### config.mk
export PLATFORM = sky130hd
export DESIGN_NAME = uart_rx_fifo
export DESIGN_NICKNAME = d
export VERILOG_FILES = /design/src/rtl/uart_pkg.sv /design/src/rtl/uart_fifo_mem.sv /design/src/rtl/uart_rx_fifo.sv
export SDC_FILE = /design/constraint.sdc
export NUM_CORES = 1
export LEC_CHECK = 0
export ABC_AREA = 1
export CAP_MARGIN = 5
export CORE_MARGIN = 3
export CORE_UTILIZATION = 63
export CTS_BUF_LIST = sky130_fd_sc_hd__clkbuf_4
export CTS_CLUSTER_DIAMETER = 40
export DETAILED_ROUTE_END_ITERATION = 7
export GPL_TIMING_DRIVEN = 0
export PLACE_DENSITY_LB_ADDON = 0.25
export SKIP_LAST_GASP = 1
export SYNTH_ARGS = -nofsm -noshare
export SYNTH_HDL_FRONTEND = slang
export SYNTH_SLANG_ARGS = --single-unit
### constraint.sdc
create_clock -name clk -period 2.45 [get_ports clk]
set_input_delay 0.49 -clock clk [delete_from_list [all_inputs] [get_ports clk]]
set_output_delay 0.49 -clock clk [all_outputs]
set_load 0.02 [all_outputs]
### src/rtl/uart_pkg.sv
// uart_pkg: constants and helpers shared by the UART receive path.
//   UART_DATA_W        payload width of one received character
//   UART_ENTRY_W       width of one buffered entry: {err, byte}
//   UART_CLK_HZ        system clock frequency on the target board
//   UART_BAUD          line rate
//   UART_CLKS_PER_BIT  clk cycles per bit period at UART_BAUD
//   uart_entry_t       packed buffered entry
//   make_entry()       packs an error tag and a byte into one entry
package uart_pkg;

  localparam int UART_DATA_W       = 8;
  localparam int UART_ENTRY_W      = UART_DATA_W + 1;
  localparam int UART_CLK_HZ       = 12_000_000;
  localparam int UART_BAUD         = 9600;
  localparam int UART_CLKS_PER_BIT = UART_CLK_HZ / UART_BAUD;

  typedef logic [UART_ENTRY_W-1:0] uart_entry_t;

  // Error tag lives in the MSB so the byte stays right-aligned.
  function automatic uart_entry_t make_entry(input logic err,
                                             input logic [UART_DATA_W-1:0] data);
    return {err, data};
  endfunction

endpackage

### src/rtl/uart_fifo_mem.sv
// uart_fifo_mem: DEPTH x WIDTH simple dual-port storage.
// Synchronous write, asynchronous read, no reset, so it maps onto
// distributed (LUT) RAM.
//   clk      in   write clock
//   we_i     in   write enable
//   waddr_i  in   write address
//   wdata_i  in   write data
//   raddr_i  in   read address
//   rdata_o  out  contents at raddr_i (combinational)
module uart_fifo_mem #(
  parameter int DEPTH = 16,
  parameter int WIDTH = 9
) (
  input  logic                     clk,
  input  logic                     we_i,
  input  logic [$clog2(DEPTH)-1:0] waddr_i,
  input  logic [WIDTH-1:0]         wdata_i,
  input  logic [$clog2(DEPTH)-1:0] raddr_i,
  output logic [WIDTH-1:0]         rdata_o
);

  logic [WIDTH-1:0] mem_q [DEPTH];

  always_ff @(posedge clk) begin
    if (we_i) begin
      mem_q[waddr_i] <= wdata_i;
    end
  end

  assign rdata_o = mem_q[raddr_i];

endmodule

### src/rtl/uart_rx_fifo.sv
// uart_rx_fifo: receive-side byte buffer behind the 8-bit UART receiver.
// Captures each byte on rxDone together with rxErr, holds it in a
// first-word-fall-through FIFO and presents it on a valid/ready port.
// Keeps a sticky overflow flag and a saturating error counter.
//   clk         in   system clock
//   reset       in   asynchronous active-high reset, clears all state
//   rxDone      in   one-cycle pulse, rxByte/rxErr valid
//   rxErr       in   framing error tag, qualified by rxDone
//   rxByte      in   received byte, qualified by rxDone
//   outValid    out  head entry available
//   outReady    in   consumer accepts head
//   outData     out  head byte
//   outErr      out  head error tag
//   level       out  occupancy 0..DEPTH
//   overflow    out  sticky: a byte was lost because the FIFO was full
//   errCount    out  saturating count of rxDone&&rxErr cycles
//   clearFlags  in   synchronous clear of overflow and errCount
//
// Handshake: a transfer happens on a rising clk edge where outValid and
// outReady are both 1. outValid depends only on registered state and
// never on outReady; outReady is ignored while outValid is 0.
module uart_rx_fifo
  import uart_pkg::*;
#(
  parameter int DEPTH        = 16,
  parameter bit DROP_ERRORED = 1'b0
) (
  input  logic                   clk,
  input  logic                   reset,
  input  logic                   rxDone,
  input  logic                   rxErr,
  input  logic [UART_DATA_W-1:0] rxByte,
  output logic                   outValid,
  input  logic                   outReady,
  output logic [UART_DATA_W-1:0] outData,
  output logic                   outErr,
  output logic [$clog2(DEPTH):0] level,
  output logic                   overflow,
  output logic [7:0]             errCount,
  input  logic                   clearFlags
);

  localparam int PTR_W = $clog2(DEPTH);
  localparam int LVL_W = PTR_W + 1;
  localparam logic [LVL_W-1:0] LVL_FULL = LVL_W'(DEPTH);
  localparam logic [LVL_W-1:0] LVL_ONE  = LVL_W'(1);

  logic [PTR_W-1:0] wr_ptr_q, wr_ptr_d;
  logic [PTR_W-1:0] rd_ptr_q, rd_ptr_d;
  logic [LVL_W-1:0] level_q, level_d;
  uart_entry_t      head_q, head_d;
  logic             overflow_q, overflow_d;
  logic [7:0]       err_cnt_q, err_cnt_d;

  logic             full, empty;
  logic             push_req, push_acc, pop, err_event, ovf_event;
  logic [PTR_W-1:0] rd_next;
  uart_entry_t      wr_entry, next_entry;

  assign full      = (level_q == LVL_FULL);
  assign empty     = (level_q == '0);
  assign wr_entry  = make_entry(rxErr, rxByte);
  assign push_req  = rxDone && !(rxErr && DROP_ERRORED);
  assign pop       = !empty && outReady;
  // A full FIFO still accepts when the head leaves in the same cycle.
  assign push_acc  = push_req && (!full || pop);
  assign ovf_event = push_req && !push_acc;
  assign err_event = rxDone && rxErr;
  assign rd_next   = rd_ptr_q + PTR_W'(1);

  // The storage is read one slot ahead of the head so that the head
  // register can be refilled on the popping edge without a comb path
  // from storage to the outputs.
  uart_fifo_mem #(
    .DEPTH (DEPTH),
    .WIDTH (UART_ENTRY_W)
  ) u_mem (
    .clk     (clk),
    .we_i    (push_acc),
    .waddr_i (wr_ptr_q),
    .wdata_i (wr_entry),
    .raddr_i (rd_next),
    .rdata_o (next_entry)
  );

  always_comb begin
    wr_ptr_d   = wr_ptr_q;
    rd_ptr_d   = rd_ptr_q;
    level_d    = level_q;
    head_d     = head_q;
    overflow_d = overflow_q;
    err_cnt_d  = err_cnt_q;

    if (push_acc) begin
      wr_ptr_d = wr_ptr_q + PTR_W'(1);
    end
    if (pop) begin
      rd_ptr_d = rd_next;
    end

    unique case ({push_acc, pop})
      2'b10:   level_d = level_q + LVL_ONE;
      2'b01:   level_d = level_q - LVL_ONE;
      default: level_d = level_q;
    endcase

    // Head register mirrors the entry at the read pointer. With one
    // entry left and a simultaneous push, the next head is the byte
    // being written this cycle, which the storage cannot show yet.
    // If the FIFO drains to empty the last value is held.
    if (pop) begin
      if (level_q == LVL_ONE) begin
        if (push_acc) begin
          head_d = wr_entry;
        end
      end else begin
        head_d = next_entry;
      end
    end else if (push_acc && empty) begin
      head_d = wr_entry;
    end

    // A new event in the clearing cycle survives the clear.
    if (clearFlags) begin
      overflow_d = ovf_event;
      err_cnt_d  = err_event ? 8'd1 : 8'd0;
    end else begin
      overflow_d = overflow_q | ovf_event;
      if (err_event && (err_cnt_q != 8'hFF)) begin
        err_cnt_d = err_cnt_q + 8'd1;
      end
    end
  end

  always_ff @(posedge clk or posedge reset) begin
    if (reset) begin
      wr_ptr_q   <= '0;
      rd_ptr_q   <= '0;
      level_q    <= '0;
      head_q     <= '0;
      overflow_q <= 1'b0;
      err_cnt_q  <= '0;
    end else begin
      wr_ptr_q   <= wr_ptr_d;
      rd_ptr_q   <= rd_ptr_d;
      level_q    <= level_d;
      head_q     <= head_d;
      overflow_q <= overflow_d;
      err_cnt_q  <= err_cnt_d;
    end
  end

  assign outValid = !empty;
  assign outData  = head_q[UART_DATA_W-1:0];
  assign outErr   = head_q[UART_ENTRY_W-1];
  assign level    = level_q;
  assign overflow = overflow_q;
  assign errCount = err_cnt_q;

endmodule

; ---- Word level (Yosys, flattened, before mapping)
; Memory sizes are Yosys's and may differ from the RTL's.
; Index checks and enable logic that the tools add are counted.
[classes]
add_sub_neg = 5
eq_ne = 6
n_mux = 11
bitwise_logic = 1
n_reduce_logical = 15
[op_table]
columns = op, count
row1 = 9-bit two-way mux, 4
row2 = 8-bit two-way mux, 2
row3 = 5-bit one-hot mux with 2 select lines, 1
row4 = 4-bit by 1-bit adder with 4-bit output (second input constant), 2
row5 = 8-bit by 1-bit adder with 8-bit output (second input constant), 1
row6 = 8-bit != test (second input constant), 1
row7 = 1-bit logical AND, 6
row8 = 2-bit nonzero test, 3
row9 = 5-bit by 1-bit adder with 5-bit output (second input constant), 1
row10 = 5-bit by 1-bit == test with 1-bit output (second input constant), 1
row11 = 5-bit == test (second input constant), 1
row12 = 5-bit zero test, 1
row13 = 5-bit by 1-bit subtractor with 5-bit output (second input constant), 1
row14 = 1-bit two-way mux, 4
row15 = 1-bit zero test, 3
row16 = 3-bit != test (second input constant), 1
row17 = 2-bit by 1-bit == test with 1-bit output (second input constant), 1
row18 = 2-bit == test (second input constant), 1
row19 = 2-bit AND reduction, 1
row20 = 1-bit logical OR, 1
row21 = 1-bit OR, 1
[word_totals]
register_bits = 31
ramBits = 144
inputBits = 14
out_inout_bits = 24
word_cells = 45
n_memories = 1
[memory_table]
columns = memory, depth, word_bits, rd, rd_clocked_by_memory_dff, write_ports, line_no
row1 = u_mem.mem_q, 16, 9, 1, 0, 1, uart_fifo_mem.sv:22  ; logic [WIDTH-1:0] mem_q [DEPTH];

; ---- Depth between registers and ports, before layout
; Gate-level depths: netlist of the first run.
[logic_depth]
depth_word = 9
ltp_mapped = 12
depth_no_buf = 12

; ---- By module
; Synthesis of the first run repeated with hierarchy kept, for this count alone.
[hier_totals]
cells_unflattened = 878
hier_area_um2 = 8280.4
[by_module_without_submodules]
columns = module, n_inst, cells_each, area_per_inst_um2, seq_area_each_um2
row1 = uart_fifo_mem, 1, 606, 6322.3, 4324.1
row2 = uart_rx_fifo, 1, 272, 1958.1, 775.7

; ---- Worst setup path before layout of the first run
; OpenSTA, ideal clock, no wires.
[synth_timing]
path_type = register -> register
startpoint = reg level_q[0], in the netlist level[0]
endpoint = mem u_mem.mem_q[12][0] (enable)
setup_time_ns = 0.374
t_arrival_ns = 1.782
t_required_ns = 2.076
setup_slack_ns = 0.294
path_stages_with_launch = 10
path_buffers = 0
synth_period_minus_slack_ns = 2.156
cell_sequence = dfrtp_1 inv_1 ha_1 inv_1 nor2_1 nand3_1 nand2_1 inv_1 nand2_1 nor2_1
[synth_via]
elab_chain_len = 7
word_cells_on_any_way = 9
classes_between = eq/ne (1) / mux (2) / reduce/logical (6)
[synth_lines]
columns = element, line_no
row1 = from (decl), uart_rx_fifo.sv:50  ; logic [LVL_W-1:0] level_q, level_d;
row2 = from (signal assigned), uart_rx_fifo.sv:146  ; level_q <= level_d;
row3 = 5-bit zero test, uart_rx_fifo.sv:61  ; assign empty = (level_q == '0);
row4 = 1-bit zero test, uart_rx_fifo.sv:64  ; assign pop = !empty && outReady;
row5 = 1-bit logical AND, uart_rx_fifo.sv:64
row6 = 1-bit logical OR *, uart_rx_fifo.sv:66  ; assign push_acc = push_req && (!full || pop);
row7 = 1-bit logical AND *, uart_rx_fifo.sv:66
row8 = 1-bit two-way mux *, uart_fifo_mem.sv:25  ; if (we_i) begin
row9 = 1-bit two-way mux (implied by the code) *, uart_fifo_mem.sv:26  ; mem_q[waddr_i] <= wdata_i;
row10 = to (decl), uart_fifo_mem.sv:22
; Mark *: on every way between the ends. The rest lies on a longest branch, timed or not.

; ---- Final worst setup path of the first run
[layout_timing]
startpoint = reg level_q[0], in the netlist level[0]
endpoint = out outValid
[layout_via]
elab_chain_len = 2
[layout_lines]
columns = element, line_no
row1 = 5-bit zero test, uart_rx_fifo.sv:61
row2 = 1-bit zero test, uart_rx_fifo.sv:153  ; assign outValid = !empty;
row3 = to (decl), uart_rx_fifo.sv:33  ; output logic outValid,
; Every way passes these cells.

==> impl_metrics.ini, run 1 <==
[clocking]
cts_inserted_buffers = 17
clockBufferDepth = 2
clock_sinks = 175
cts_tree = done
clk_pin_slew_worst_paths_ns = 0.15
clk_latency_ns = 0.58
cts.htree.levels = 4
cts_root_buf = clkbuf_4
ctsHoldBuffers = 0

[timing]
fin_skew_ns = 0.0310
worst_pin_slew_ns = 0.930
hold_ws_ns = 0.290
hold_viol_final = 0
period_needed_ns = 2.33
setup_violations = 0
fmax_mhz = 428
maxSlewHeadroom = 0.378
finalCritPeriodShare = 0.953
drv_slew = 0
rsz0062_at_grt = no

[die]
initial_utilization = 0.657
dieArea_sq_um = 14100
row_count = 40
die_y_um = 119
core_sq_um = 12200
ios = 38
die-width_um = 119

[critical_path]
startpoint_type = register
slowest_stage = dfrtp_2
setup.worst_path.end_class = output port
crit_start = level[0]$_DFFE_PP0P_
rr_startpoint = level[1]$_DFFE_PP0P_
worstPathMaxFanout = 4
required_ns = 1.96
crit_arrival_ns = 1.84
crit_chain = inv_1 -> ha_2 -> nand3_2 -> dlygate4sd2_1
slowest_delay_ns = 0.45
crit_type = register to output port

[route]
wl_per_cell_um = 17.7
routed_wl_um = 18400
vias = 5798
drcViolationCount = 0
drt_pre_antenna_iters = 5
ant_nets = 0
drt-initial-drc-count = 632
vias_per_cell = 5.59

[power]
p_total_uw = 10700
peakVddDrop_v = 0.000816
cellPowerDensity_nw_per_um2 = 1190
p_leak_uw = 0.00383

[cells_and_area]
drive_gt1_frac = 0.124
diodes = 0
area_growth_pct = 11.8
nNetsFinal = 881
fin_util = 0.735

[grt]
grt_max_degree = 32
grt_usage = 0.269
grt_pass1_vias = 5560
antenna_found_initial = 0
overflow = 0
grt_pass1_wl_um = 29000

[synthesis]
ys_seq_area_frac = 0.635
ys_seq_elements = 175
yosys.area.top_type = edfxtp_1
ys.warnings.count = 0
syn_nets = 823
synth_top_area_frac = 0.539
syn_area_sq_um = 8030
syn_area_per_cell_sq_um = 10.0
syn_inst = 799
synthTopCellsByArea = edfxtp_1 54%, nand2_1 13%, dfrtp_1 9.7%
yosysUniqueCellTypes = 31

[placement]
place_hpwl_um = 12800
io_buffers = 37
routabilityCongestion = 1.07

[job]
maxCapViolCount = 0

[run_status]
status = complete, no violations

[min_path]
hold_class = primary input to async pin
metrics by stage:
step / setup TNS (ns) / std cells / instance area, sq um / setup WS [ns]
after floorplan: 0 / 799 / 8030 / 0.294
after global placement: -14.97 / 1004 / 8610 / -0.150
after detailed placement: -21.83 / 1004 / 8610 / -0.215
after CTS: -2.21 / 1036 / 8930 / -0.0594
after global routing: 0 / 1038 / 8970 / 0.00202
final: 0 / 1038 / 8970 / 0.115
final timing paths:
kind	end	slack (ns)	depth (start not counted)
setup reg to reg	u_mem.mem_q[10][2]$_DFFE_PP_	0.18	9
min in group clk	head_q[3]$_DFFE_PP0P_	0.50	2
hold reg to reg	head_q[3]$_DFFE_PP0P_	0.50	2
setup / recovery	outValid	0.12	4
hold / removal	head_q[1]$_DFFE_PP0P_	0.29	2
max in group asynchronous	level[0]$_DFFE_PP0P_	1.63	3
timing repair:
action                     CTS  global route
resized for setup           11             9
buffers inserted             0             1
setup endpoints to repair  136           112
where the power goes:
part           switching [uW]  internal, uW
registers                 219          3640
clock network            1060           641
logic                    3460          1700
total                    4740          5980
area by class of cell:
type                            count  area (sq um)
Inverter                          103           405
Buffer                             26           131
Timing Repair Buffer               39           392
Sequential cell                   175          5100
Clock buffer                       17           128
Tap cell                          168           210
Fill cell                         878          3240
Multi-Input combinational cell    495          2430
Clock inverter                     15           173
sequential cells by signal, summed over array words and instances, names as in the netlist:
signal,flops
u_mem.mem_q,144
head_q,9
errCount,8
level,5
rd_ptr_q,4
wr_ptr_q,4
overflow,1
synth_stat cells:
library cell    n
nor3_1          1
inv_6           1
o211ai_1        1
xnor2_2         1
buf_6           2
nor2_2          2
inv_1          94
nand3_2        26
clkbuf_1       11
or2_2           1
inv_2           5
o21ai_1         5
a31o_2          1
nand2_1       277
xor2_1         12
xnor2_4         1
xor2_2          1
o21ai_0        25
buf_4           1
edfxtp_1      144
nand3_1        83
dfrtp_1        31
clkinv_1        2
ha_1           10
nor2_1         42
nand2_2         2
nand4_1         2
bufinv_8        1
buf_2          12
a21oi_1         1
xnor2_1         1
worst max-delay path: cells and delay by family, from the launching register on:
family	cells	cell delay, ns
simple gates	1	0.11
flops	1	0.45
fa+ha+maj	1	0.22
buf+inv	2	0.47
placed cells by master, fill, tap and decap left out, drive strengths merged, types with 2 or more instances in the layout:
cell type      instances
clkdlybuf4s50         36
o21ai                 30
dfrtp                 31
inv                  108
xnor2                  3
nand3                109
nand4                  2
nand2                279
clkinv                 6
clkbuf                28
nor2                  44
xor2                  13
ha                    10
bufinv                 3
buf                   17
edfxtp               144
layer usage:
layer  vias up  wire (um)  global-route usage
met5         -          0                   0
met4         0        447              0.0927
met3        34       1360              0.0665
met2       233       8880               0.421
met1      2815       7720               0.372
li1       2716          -                   -
cell families (layout without fill, tap and decap cells):
family	Yosys count	in the layout	synth area share
xor+xnor	16	16	0.0217
flops	175	175	0.635
buf+inv	129	200	0.0669
compound gates	33	33	0.0213
simple gates	436	436	0.239
fa+ha+maj	10	10	0.0156
Power figures use the tool's default switching activity.
==> run 2: changes to the inputs <==
--- a/config.mk
+++ b/config.mk
@@ -8,7 +8,7 @@
 export ABC_AREA = 1
 export CAP_MARGIN = 5
 export CORE_MARGIN = 3
-export CORE_UTILIZATION = 63
+export CORE_UTILIZATION = 34
 export CTS_BUF_LIST = sky130_fd_sc_hd__clkbuf_4
 export CTS_CLUSTER_DIAMETER = 40
 export DETAILED_ROUTE_END_ITERATION = 7
==> run 2 against run 1 <==
Clock power up 11%. Register-to-register slack worse by 0.02 ns. Critical path depth is the same. Clock-buffer cell count is the same. Critical path type unchanged. Critical endpoint unchanged. Highest routed layer unchanged.
==> impl_metrics.ini, run 2 (same netlist as run 1, synthesis figures left out) <==
[job]
maxCapViolCount = 0

[cells_and_area]
final_common_cell = nand2_1
largest_register_ffs = 144
fin_util = 0.406
area_growth_pct = 15.8
fillers = 2264
final_cell_mix = 277 x nand2_1, 144 x edfxtp_1, 92 x inv_1
multi_input_comb_area_sq_um = 2490
postLayoutCellArea_sq_um = 9300
top_register = u_mem.mem_q
regArea_sq_um = 5100
drive_gt1_frac = 0.128
nNetsFinal = 883

[grt]
grt_pass1_wl_um = 30100
grt_max_degree = 32
grt_usage = 0.156
grt_pass1_vias = 5229
antenna_found_initial = 1
overflow = 0

[run_status]
status = complete, no violations

[timing]
worst_pin_slew_ns = 0.864
hold_viol_final = 0
rsz0062_at_grt = yes
period_needed_ns = 2.30
fmax_mhz = 434
finalCritPeriodShare = 0.940
maxSlewHeadroom = 0.422
drv_slew = 0
setup_violations = 0
fin_skew_ns = 0.0185
worst_slack_ns = 0.147

[clocking]
cts.htree.levels = 4
clk_latency_ns = 0.58
cts_root_buf = clkbuf_4
clk_pin_slew_worst_paths_ns = 0.15
ctsHoldBuffers = 0
clockBufferDepth = 2
cts_tree = done
clock_sinks = 175
cts_inserted_buffers = 17

[critical_path]
crit_type = register to output port
crit_arrival_ns = 1.81
worstPathMaxFanout = 4
startpoint_type = register
setup.worst_path.end_class = output port
required_ns = 1.96

[route]
ant_nets = 0
drcViolationCount = 0
vias_per_cell = 4.59
drt_pre_antenna_iters = 7
drt-initial-drc-count = 324
routed_wl_um = 19400
vias = 5445
wl_per_cell_um = 16.3

[placement]
place_ws_ns = -0.403
place_hpwl_um = 13400
io_buffers = 37
dpl-instance-area_sq_um = 8790
routabilityCongestion = 0.919

[die]
initial_utilization = 0.350
core_sq_um = 22900
die-width_um = 160
ios = 38
dieArea_sq_um = 25500
row_count = 55
die_y_um = 160

[min_path]
hold_class = primary input to async pin

[power]
peakVddDrop_v = 0.000553
p_leak_uw = 0.00387
cellPowerDensity_nw_per_um2 = 1190
-- run 2: changes by cell type in the layout (fill, tap and decap cells not counted), sizes merged --
cell | previous run | this run
inv | 108 | 104
buf | 17 | 19
bufinv | 3 | 5
clkinv | 6 | 8
diode | 0 | 1
-- run 2: metal layers --
| metal | wire [um] | GRT usage | vias to the layer above | share of wire |
|---|---|---|---|---|
| met5 | 0 | 0 | - | 0 |
| met4 | 355 | 0.0553 | 0 | 0.018 |
| met3 | 801 | 0.0241 | 22 | 0.041 |
| met2 | 9360 | 0.254 | 111 | 0.48 |
| met1 | 8860 | 0.211 | 2595 | 0.46 |
| li1 | - | - | 2717 | - |
-- run 2: final timing paths --
kind / start / to / slack (ns) / cells past startpoint
max in group asynchronous: reset / rd_ptr_q[0]$_DFFE_PP0N_ / 1.79 / 3
hold reg to reg: head_q[2]$_DFFE_PP0P_ / head_q[2]$_DFFE_PP0P_ / 0.50 / 2
min in group clk: head_q[2]$_DFFE_PP0P_ / head_q[2]$_DFFE_PP0P_ / 0.50 / 2
setup reg to reg: level[1]$_DFFE_PP0P_ / u_mem.mem_q[12][6]$_DFFE_PP_ / 0.16 / 9
setup / recovery: level[0]$_DFFE_PP0P_ / outValid / 0.15 / 4
hold / removal: reset / errCount[4]$_DFFE_PP0P_ / 0.20 / 2
-- run 2: final cells by class --
type | instances | area share
plain buffers | 26 | 0.0141
clock inverters | 15 | 0.0219
inverters | 103 | 0.0436
repair buffers | 41 | 0.0478
clock buffers | 17 | 0.0137
multi-input cells | 495 | 0.268
flip-flops and latches | 175 | 0.549
well taps | 313 | 0.0421
diodes | 1 | 0.000269
-- run 2: report_power, final --
group          switching, uW  internal [uW]
Clock                   1060            824
Combinational           3570           1720
Sequential               206           3640
Total                   4840           6190
-- run 2: stage by stage --
stage	hold WS, ns	total power [uW]	TNS, ns	cells
global placement	0.466	9060	-43.70	1149
CTS	0.509	11000	-6.92	1181
finish	0.202	11000	0	1186
global route	0.203	11800	-1.07	1186
detailed placement	0.473	9080	-46.09	1149
floorplan	0.499	7330	0	799
-- run 2: critical path, cell delays in order (launching register included) --
cell and delay, ns:
dfrtp_2 0.44, inv_1 0.13, ha_2 0.22, nand3_2 0.11, dlygate4sd2_1 0.34
-- run 2: timing repair --
action	4_1_cts	5_1_grt
pin swaps	0	2
gates cloned	0	0
endpoints found under the setup margin	145	145
hold endpoints to repair	0	0
buffers inserted	0	3
resized for setup	12	19
==> run 3: changes to the inputs <==
--- a/config.mk
+++ b/config.mk
@@ -8,7 +8,7 @@
 export ABC_AREA = 1
 export CAP_MARGIN = 5
 export CORE_MARGIN = 3
-export CORE_UTILIZATION = 34
+export CORE_UTILIZATION = 50
 export CTS_BUF_LIST = sky130_fd_sc_hd__clkbuf_4
 export CTS_CLUSTER_DIAMETER = 40
 export DETAILED_ROUTE_END_ITERATION = 7
@@ -18,3 +18,4 @@
 export SYNTH_ARGS = -nofsm -noshare
 export SYNTH_HDL_FRONTEND = slang
 export SYNTH_SLANG_ARGS = --single-unit
+export TNS_END_PERCENT = 50
==> run 3 against run 2 <==
The flow now finishes with violations (setup timing). Critical path depth rose by 5. Worst setup slack got worse by 0.16 ns. Critical endpoint is now u_mem.mem_q[3][7]$_DFFE_PP_. Combinational power fell by 2%.
==> impl_metrics.ini, run 3 (same netlist as run 1, synthesis figures left out) <==
[run_status]
status = finished with violations
violations = setup timing

[timing]
maxSlewHeadroom = 0.382
rsz0062_at_grt = yes
hold_ws_ns = 0.140
hold_viol_final = 0
worst_pin_slew_ns = 0.924
drv_slew = 0
fmax_mhz = 407
worst_slack_ns = -0.00836
period_needed_ns = 2.46
finalCritPeriodShare = 1.00
setup_violations = 5
fin_skew_ns = 0.0189

[route]
drcViolationCount = 0
vias = 5560
ant_nets = 0
drt-initial-drc-count = 486
drt_pre_antenna_iters = 5
vias_per_cell = 5.15
routed_wl_um = 18600
wl_per_cell_um = 17.3

[cells_and_area]
postLayoutCellArea_sq_um = 9000
final_cells = 1080
drive_gt1_frac = 0.117
area_growth_pct = 12.1
diodes = 0
nNetsFinal = 880
largest_register_ffs = 144
final_cell_mix = 277 x nand2_1, 144 x edfxtp_1, 93 x inv_1
final_common_cell = nand2_1
top_register = u_mem.mem_q

[critical_path]
cp_num_buf_inv = 3
required_ns = 2.66
startpoint_type = register
crit_arrival_ns = 2.67
crit_type = register to register
reg2reg_setup_slack_ns = -0.008
crit_family = simple AND/OR/NAND/NOR gates
worstPathMaxFanout = 9
slowest_stage = nor2_1
slowest_delay_ns = 0.68
crit_chain = inv_1 -> ha_1 -> inv_1 -> nor2_1 -> nand3_1 -> nand2_1 -> nor2_1 -> inv_1 -> nor2_1
setup.worst_path.end_class = register

[clocking]
clockBufferDepth = 2
postCtsSetupBuffers = 0
ctsHoldBuffers = 0
cts.htree.levels = 4
clk_pin_slew_worst_paths_ns = 0.15
cts_root_buf = clkbuf_4
cts_tree = done
clock_sinks = 175
clk_latency_ns = 0.58
cts_inserted_buffers = 17

[grt]
grt_max_degree = 32
overflow = 0
grt_usage = 0.217
antenna_found_initial = 1
grt_pass1_wl_um = 29000
grt_pass1_vias = 5266

[min_path]
hold_class = primary input to async pin

[power]
peakVddDrop_v = 0.000608
p_leak_uw = 0.00379
cellPowerDensity_nw_per_um2 = 1170

[placement]
place_hpwl_um = 12800
routabilityCongestion = 0.839
dp.cells = 1047
dpl-instance-area_sq_um = 8660
io_buffers = 37

[die]
die_y_um = 133
row_count = 45
core_sq_um = 15500
initial_utilization = 0.519
ios = 38
dieArea_sq_um = 17600
die-width_um = 133

[job]
maxCapViolCount = 0
## run 3: cell types whose count changed in the layout (fill, tap and decap cells not counted), sizes merged
cell and change:
bufinv -4, clkinvlp +4, buf -3, clkbuf +1, clkinv -1, diode -1
## run 3: cell type report
class	instances	area, sq um
Buffer	26	131
Clock buffer	18	135
Clock inverter	14	109
Fill cell	1316	6480
Inverter	103	405
Multi-Input combinational cell	495	2460
Sequential cell	175	5100
Tap cell	211	264
Timing Repair Buffer	38	397
## run 3: repair_timing
item	CTS	global route
gates cloned	0	0
gates resized for setup	8	14
endpoints found under the setup margin	143	127
## run 3: per-stage QoR
stage	power [uW]	utilization	setup TNS, ns	worst slack [ns]
finish	10600	0.581	-0.0278	-0.00836
global route	11200	0.581	-7.50	-0.162
CTS	10500	0.576	-2.97	-0.119
detailed placement	9000	0.560	-30.98	-0.292
global placement	8910	0.560	-25.62	-0.252
floorplan	7330	-	0	0.294
## run 3: worst paths after layout
path | from | end | depth (start not counted)
max | level[0]$_DFFE_PP0P_ | u_mem.mem_q[3][7]$_DFFE_PP_ | 9
min | reset | errCount[3]$_DFFE_PP0P_ | 2
max reg2reg | level[0]$_DFFE_PP0P_ | u_mem.mem_q[3][7]$_DFFE_PP_ | 9
min reg2reg | head_q[6]$_DFFE_PP0P_ | head_q[6]$_DFFE_PP0P_ | 2
max in group asynchronous | reset | head_q[7]$_DFFE_PP0P_ | 3
min in group clk | head_q[6]$_DFFE_PP0P_ | head_q[6]$_DFFE_PP0P_ | 2
## run 3: report_power, final
| part | switching (uW) | leakage [uW] | total (uW) | internal (uW) |
|---|---|---|---|---|
| Sequential | 225 | 0.00169 | 3870 | 3640 |
| Combinational | 3520 | 0.00198 | 5210 | 1690 |
| Clock | 1050 | 0.000119 | 1480 | 426 |
| Total | 4800 | 0.00379 | 10600 | 5750 |
## run 3: metal layers
metal / track usage / routed length [um] / up-vias
met3: 0.0388 / 952 / 36
met4: 0.0739 / 442 / 0
li1: - / - / 2710
met1: 0.303 / 8270 / 2662
met2: 0.346 / 8980 / 152
met5: 0 / 0 / -
